File: config.mk
export PLATFORM = sky130hd
export DESIGN_NAME = mux_arbiter
export DESIGN_NICKNAME = d
export VERILOG_FILES = /design/src/rtl/mux_arbiter.sv
export SDC_FILE = /design/constraint.sdc
export NUM_CORES = 1
export LEC_CHECK = 0
export CORE_UTILIZATION = 30
export DETAILED_ROUTE_END_ITERATION = 8
export PLACE_DENSITY = 0.5
export REMOVE_ABC_BUFFERS = 1
export SETUP_SLACK_MARGIN = 0.15
export SLEW_MARGIN = 10
export SYNTH_ARGS = -nofsm -noshare
export SYNTH_HDL_FRONTEND = slang
export SYNTH_SLANG_ARGS = --single-unit
File: constraint.sdc
create_clock -name clk_i -period 1.7 [get_ports clk_i]
set_input_delay 0.255 -clock clk_i [delete_from_list [all_inputs] [get_ports clk_i]]
set_output_delay 0.255 -clock clk_i [all_outputs]
set_load 0.005 [all_outputs]
File: src/rtl/mux_arbiter.sv
// Two-requester round-robin arbiter and sequencer for a shared 2:1 mux.
// Decides each cycle which source (A or B) owns the mux, drives the
// registered mux select, and presents the owner's data on z_o. It limits
// how long one requester may hold ownership while the other is waiting.
//
// Ports:
//   clk_i    system clock, rising edge
//   rst_i    synchronous reset, active-high
//   req_a_i  requester A wants the mux
//   req_b_i  requester B wants the mux
//   a_i      requester A data (WIDTH)
//   b_i      requester B data (WIDTH)
//   gnt_a_o  A owns the mux (registered)
//   gnt_b_o  B owns the mux (registered)
//   sel_i    mux select, 0 = A, 1 = B (registered; named to match the mux)
//   z_o      owner data when valid_o, else zero (combinational)
//   valid_o  z_o carries live owner data this cycle
module mux_arbiter #(
  parameter int unsigned WIDTH    = 1,
  parameter int unsigned MAX_HOLD = 4
) (
  input  logic             clk_i,
  input  logic             rst_i,
  input  logic             req_a_i,
  input  logic             req_b_i,
  input  logic [WIDTH-1:0] a_i,
  input  logic [WIDTH-1:0] b_i,
  output logic             gnt_a_o,
  output logic             gnt_b_o,
  output logic             sel_i,
  output logic [WIDTH-1:0] z_o,
  output logic             valid_o
);

  typedef enum logic [1:0] {
    IDLE  = 2'd0,
    OWN_A = 2'd1,
    OWN_B = 2'd2
  } state_t;

  localparam logic [3:0] HOLD_LAST = 4'(MAX_HOLD - 1);

  state_t     state_q, state_d;
  logic       sel_q, sel_d;
  logic       last_q, last_d;   // last-served requester, 0 = A, 1 = B
  logic [3:0] hold_q, hold_d;   // consecutive owned cycles

  logic to_a, to_b, stay;

  always_comb begin
    state_d = state_q;
    sel_d   = sel_q;
    last_d  = last_q;
    hold_d  = hold_q;
    to_a    = 1'b0;
    to_b    = 1'b0;
    stay    = 1'b0;

    unique case (state_q)
      IDLE: begin
        if (req_a_i && req_b_i) begin
          to_a = last_q;
          to_b = !last_q;
        end else begin
          to_a = req_a_i;
          to_b = req_b_i;
        end
      end
      OWN_A: begin
        if (!req_a_i) begin
          if (req_b_i) to_b = 1'b1;
          else         state_d = IDLE;
        end else if (req_b_i && (hold_q >= HOLD_LAST)) begin
          to_b = 1'b1;
        end else begin
          stay = 1'b1;
        end
      end
      OWN_B: begin
        if (!req_b_i) begin
          if (req_a_i) to_a = 1'b1;
          else         state_d = IDLE;
        end else if (req_a_i && (hold_q >= HOLD_LAST)) begin
          to_a = 1'b1;
        end else begin
          stay = 1'b1;
        end
      end
      default: state_d = IDLE;
    endcase

    // Entering a new ownership restarts the hold count and records the owner;
    // staying counts up and saturates so a lone requester never wraps.
    if (to_a) begin
      state_d = OWN_A;
      sel_d   = 1'b0;
      last_d  = 1'b0;
      hold_d  = '0;
    end else if (to_b) begin
      state_d = OWN_B;
      sel_d   = 1'b1;
      last_d  = 1'b1;
      hold_d  = '0;
    end else if (stay && (hold_q < HOLD_LAST)) begin
      hold_d = hold_q + 4'd1;
    end
  end

  always_ff @(posedge clk_i) begin
    if (rst_i) begin
      state_q <= IDLE;
      sel_q   <= 1'b0;
      last_q  <= 1'b1;
      hold_q  <= '0;
    end else begin
      state_q <= state_d;
      sel_q   <= sel_d;
      last_q  <= last_d;
      hold_q  <= hold_d;
    end
  end

  assign gnt_a_o = (state_q == OWN_A);
  assign gnt_b_o = (state_q == OWN_B);
  assign sel_i   = sel_q;
  assign valid_o = (gnt_a_o && req_a_i) || (gnt_b_o && req_b_i);
  assign z_o     = valid_o ? (sel_q ? b_i : a_i) : '0;

endmodule

Word level (Yosys, flattened, before mapping):

Index checks and enable logic that the tools add are counted.

* register bits after elaboration: 8
* word-level logic and storage cells: 60
* output and inout bits: 5

* $add $sub $neg: 1
* multiplexer cells: 26
* magnitude comparators: 2
* reductions and logical operators: 14
* eq/ne operators: 12

Operator list (number)
* $mux 1: 17
* $ne 4x2->1 const B: 4
* $ne 3x2->1 const B: 4
* $mux 2: 5
* $reduce_and 5->1: 2
* $logic_and 1x1->1: 6
* $pmux 1 s2: 3
* $pmux 2 s3: 1
* $add 4x1->4 const B: 1
* $ge 4x2->1 const B: 1
* $lt 4x2->1 const B: 1
* $ne 3x3->1 const B: 1
* $reduce_or 3->1: 1
* $eq 2x1->1 const B: 1
* $eq 2x2->1 const B: 1
* $logic_not 2->1: 1
* $ne 2x2->1 const B: 1
* $reduce_bool 2->1: 1
* $reduce_or 2->1: 1
* $logic_not 1->1: 1
* $logic_or 1x1->1: 1

Depth between registers and ports, before layout:

* depth after elaboration: 7
* gate-level depth with buffers: 6
* gate-level depth less buffers: 6

Worst setup path after synthesis:

Ideal clock, no wire load.

* path type: reg-to-reg
* start point: register hold_q[0]
* end point: register hold_q[0]
* data required time: 1.613 ns
* path slack: 0.180 ns
* period minus slack after synthesis: 1.520 ns
* cell stages (with the launch flop): 5
* data arrival time: 1.434 ns
* path buffers: 0
* setup time: 0.087 ns
* path through: dfxtp_1 > ha_1 > or3_4 > or4_1 > a211oi_1

* cells in the longest elaborated chain, start to end: 6
* elaborated cells between the ends (all ways): 18
* those cells by class: add/sub (1); order compare (2); mux (11); reduce/logical (4)

Ends and longest elaborated chain
* start, declared: RTL line 46 `logic [3:0] hold_q, hold_d;`
* start signal, assigned: RTL line 119 `hold_q <= hold_d;`
* $ge 4x2->1: RTL line 73, 83
* $logic_and 1x1->1, on equally long branches: RTL line 83, 73
* $mux 1, on equally long branches: RTL line 83, 73
* $mux 1, on equally long branches: RTL line 80, 70
* $pmux 1 s2: RTL line 59 `unique case (state_q)`
* $reduce_or 3->1 (no line) / $logic_and 1x1->1 (equally long branches)

Parallel ways exist; a longest one is shown, timed or not.
A chain may end at the register's enable or synchronous reset.

Final worst setup path:

Ends and elaborated chain as after synthesis.

==> metrics.cfg <==
[clocking]
cts-buffers-inserted=3
cts_tree=built
clkSlewWorstSetupHoldPaths_ns=0.06
cts.path.max_buffers=2
clock_sinks=8
cts_root_buf=clkbuf_4
hold_buffers=0
clk_latency_ns=0.26
cts.htree.levels=1

[critical_path]
worst_path_max_delay_cell=or4_4
worstSetupPathType=reg2reg
arrival_ns=1.81
startpoint_type=flip-flop
path_cells=ha_2 > or3_4 > or4_4 > a211oi_2
critPathTopFamily=simple AND/OR/NAND/NOR gates
critPathMaxStageDelay_ns=0.44
crit_buf_inv=0
cp_max_fo=3
critPathCaptureType=flip-flop
cp_data_required_time_ns=1.88

[synth]
syn_inst=49
netlist_area_um2=455
synth-xor-area-share_pct=0
synth-warning-count=0
ys_ff_latch=8
synthSimpleGateAreaFrac_pct=13.7
synthAdderAreaFrac_pct=11.0
ys_seq_area_share_pct=35.2
syn_area_per_cell_um2=9.29
yosysUniqueCellTypes=26
synth_top_family_by_area=compound AO/OA/AOI/OAI gates
synth_mux_area_share_pct=2.20
synth-compound-area-share_pct=33.0

[place]
dpl.hpwl_um=896
pre_cts_ws_ns=-0.253
placedCellCount=86
io_buffer_count=10
place_area_um2=664
gp_congestion=0.689

[drt]
drt_wl_total_um=1310
routed_via_density=5.31
drt_iter0_markers=2
vias=478
ant_nets=0
firstDrtPassIters=2
drc=0
routedWlPerCell_um=14.5

[floorplanning]
rows=13
fp.dieW_um=41.0
dieArea_um2=1680
initial_core_util_pct=33.7
io_pins=11
die_h_um=41.0
core_area_um2=1350

[timing]
setup_violations=0
clock.fmax_mhz=614
slew_headroom_pct=81.1
slew_violations=0
hold_violations=0
finClkSkew_ns=0.00534
period_share_pct=95.8
post-route-min-period_ns=1.63
hold_ws_ns=0.480
rsz0062_at_grt=true
max_slew.worst_pin.slew_ns=0.281
setup_slack_ns=0.0707

[layout]
drive_gt1_share_pct=49.3
nets=87
final-instance-count-excl-fill=90
utilization_pct=57.2
num_antenna_cells=0
finalInstanceArea_um2=772
syn2layout_area_growth_pct=69.5

[hold_path]
hold_class=reg2reg

[grt]
grt_pass1_wl_um=1710
antenna_found_initial=0
grt_start_max_net_pins=7
grt_util_all_layers_pct=17.4
grt.overflow.total=0
grt_pass1_vias=396

[job]
max-cap-violations=0

[pwr]
peakVddDrop_uv=513
pwr_density_cell_nw_per_um2=915
p_leak_nw=0.307

[status]
status=completed

[logic make-up (layout without fill, tap and decap cells)]
kind of cell / Yosys count / in the layout
buffers and inverters: 6 / 32
AO/OA/AOI/OAI: 20 / 20
flip-flops: 8 / 8
AND/OR/NAND/NOR: 10 / 10
multiplexers: 1 / 1
adder cells (fa/ha/maj): 4 / 4
[where the power goes]
group          leakage [nW]  internal, mW  switching (mW)  total, mW
clock                0.0138        0.0808          0.0648      0.146
combinational         0.227         0.188           0.143      0.331
sequential           0.0663         0.209          0.0205      0.229
total                 0.307         0.478           0.228      0.706
[state kept, by name (all words and copies together), names as in the netlist]
name / count
sel_i: 1
last_q: 1
state_q: 2
hold_q: 4
[final cells by class]
type	count	area [µm²]
clock buffers	3	22.5
fillers	132	578
inverters	6	25.0
multi-input cells	35	335
flip-flops and latches	8	165
well taps	15	18.8
repair buffers	23	205
[routing by layer]
layer	part of all wire [%]	wire length [µm]	GRT usage, %	vias to the layer above
li1	-	-	-	244
met1	44	574	19.8	220
met2	50	656	26.2	10
met3	2.8	37	4.89	4
met4	3.1	41	15.0	0
met5	0	0	0	-
[placed cells by master, fill, tap and decap left out, types with 2 or more instances in the layout]
cell type / Yosys / layout
o21ai_0: 2 / 2
inv_2: 0 / 2
ha_4: 0 / 2
o22a_1: 2 / 2
a21oi_1: 2 / 2
dlygate4sd2_1: 0 / 2
buf_6: 0 / 2
buf_4: 0 / 10
clkdlybuf4s50_1: 0 / 6
a211oi_2: 0 / 2
ha_2: 0 / 2
clkbuf_4: 0 / 3
dfxtp_1: 8 / 6
o31ai_1: 3 / 3
inv_1: 6 / 3
[worst min-delay path: stages (launching register included)]
cell     delay, ns
dfxtp_1       0.33
inv_1         0.06
a21oi_1       0.05
[synthesized netlist by cell type]
master	instances	area, µm²
a21oi_1	2	10.0
o211ai_1	1	7.51
dfxtp_1	8	160
inv_1	6	22.5
nor2b_1	1	6.26
mux2i_1	1	10.0
ha_1	4	50.1
a2bb2oi_1	1	8.76
a211oi_1	2	15.0
o31ai_1	3	22.5
o21ai_0	2	10.0
a21boi_0	1	7.51
o221ai_1	1	8.76
nor3b_1	2	15.0
nand2_1	1	3.75
nor2_1	2	7.51
or4_1	1	7.51
nand4_1	1	6.26
nor3_1	1	5.00
or3_4	1	11.3
o22ai_1	1	6.26
o31a_2	1	10.0
a22oi_1	1	7.51
o31a_1	1	8.76
o22a_1	2	17.5
o21ba_2	1	10.0
[per-stage QoR]
stage	total power [mW]	TNS, ns
detailed placement	0.494	-0.616
floorplan	0.343	0
global route	0.753	0
CTS	0.656	0
global placement	0.494	-0.524
finish	0.706	0
[path summary, 6_finish.rpt]
check | slack [ns] | depth (start not counted) | endpoint | startpoint
worst max register to register | 0.07 | 4 | hold_q[0] | hold_q[0]
worst min register to register | 0.48 | 2 | sel_i | sel_i
worst min-delay path | 0.48 | 2 | sel_i | sel_i
worst max-delay path | 0.07 | 4 | hold_q[0] | hold_q[0]
[timing repair]
action	CTS	global route
pin swaps	5	7
setup buffers	0	1
setup endpoints to repair	12	9
cloned	0	0
resized for setup	15	15
(Power assumes the default switching activity.)
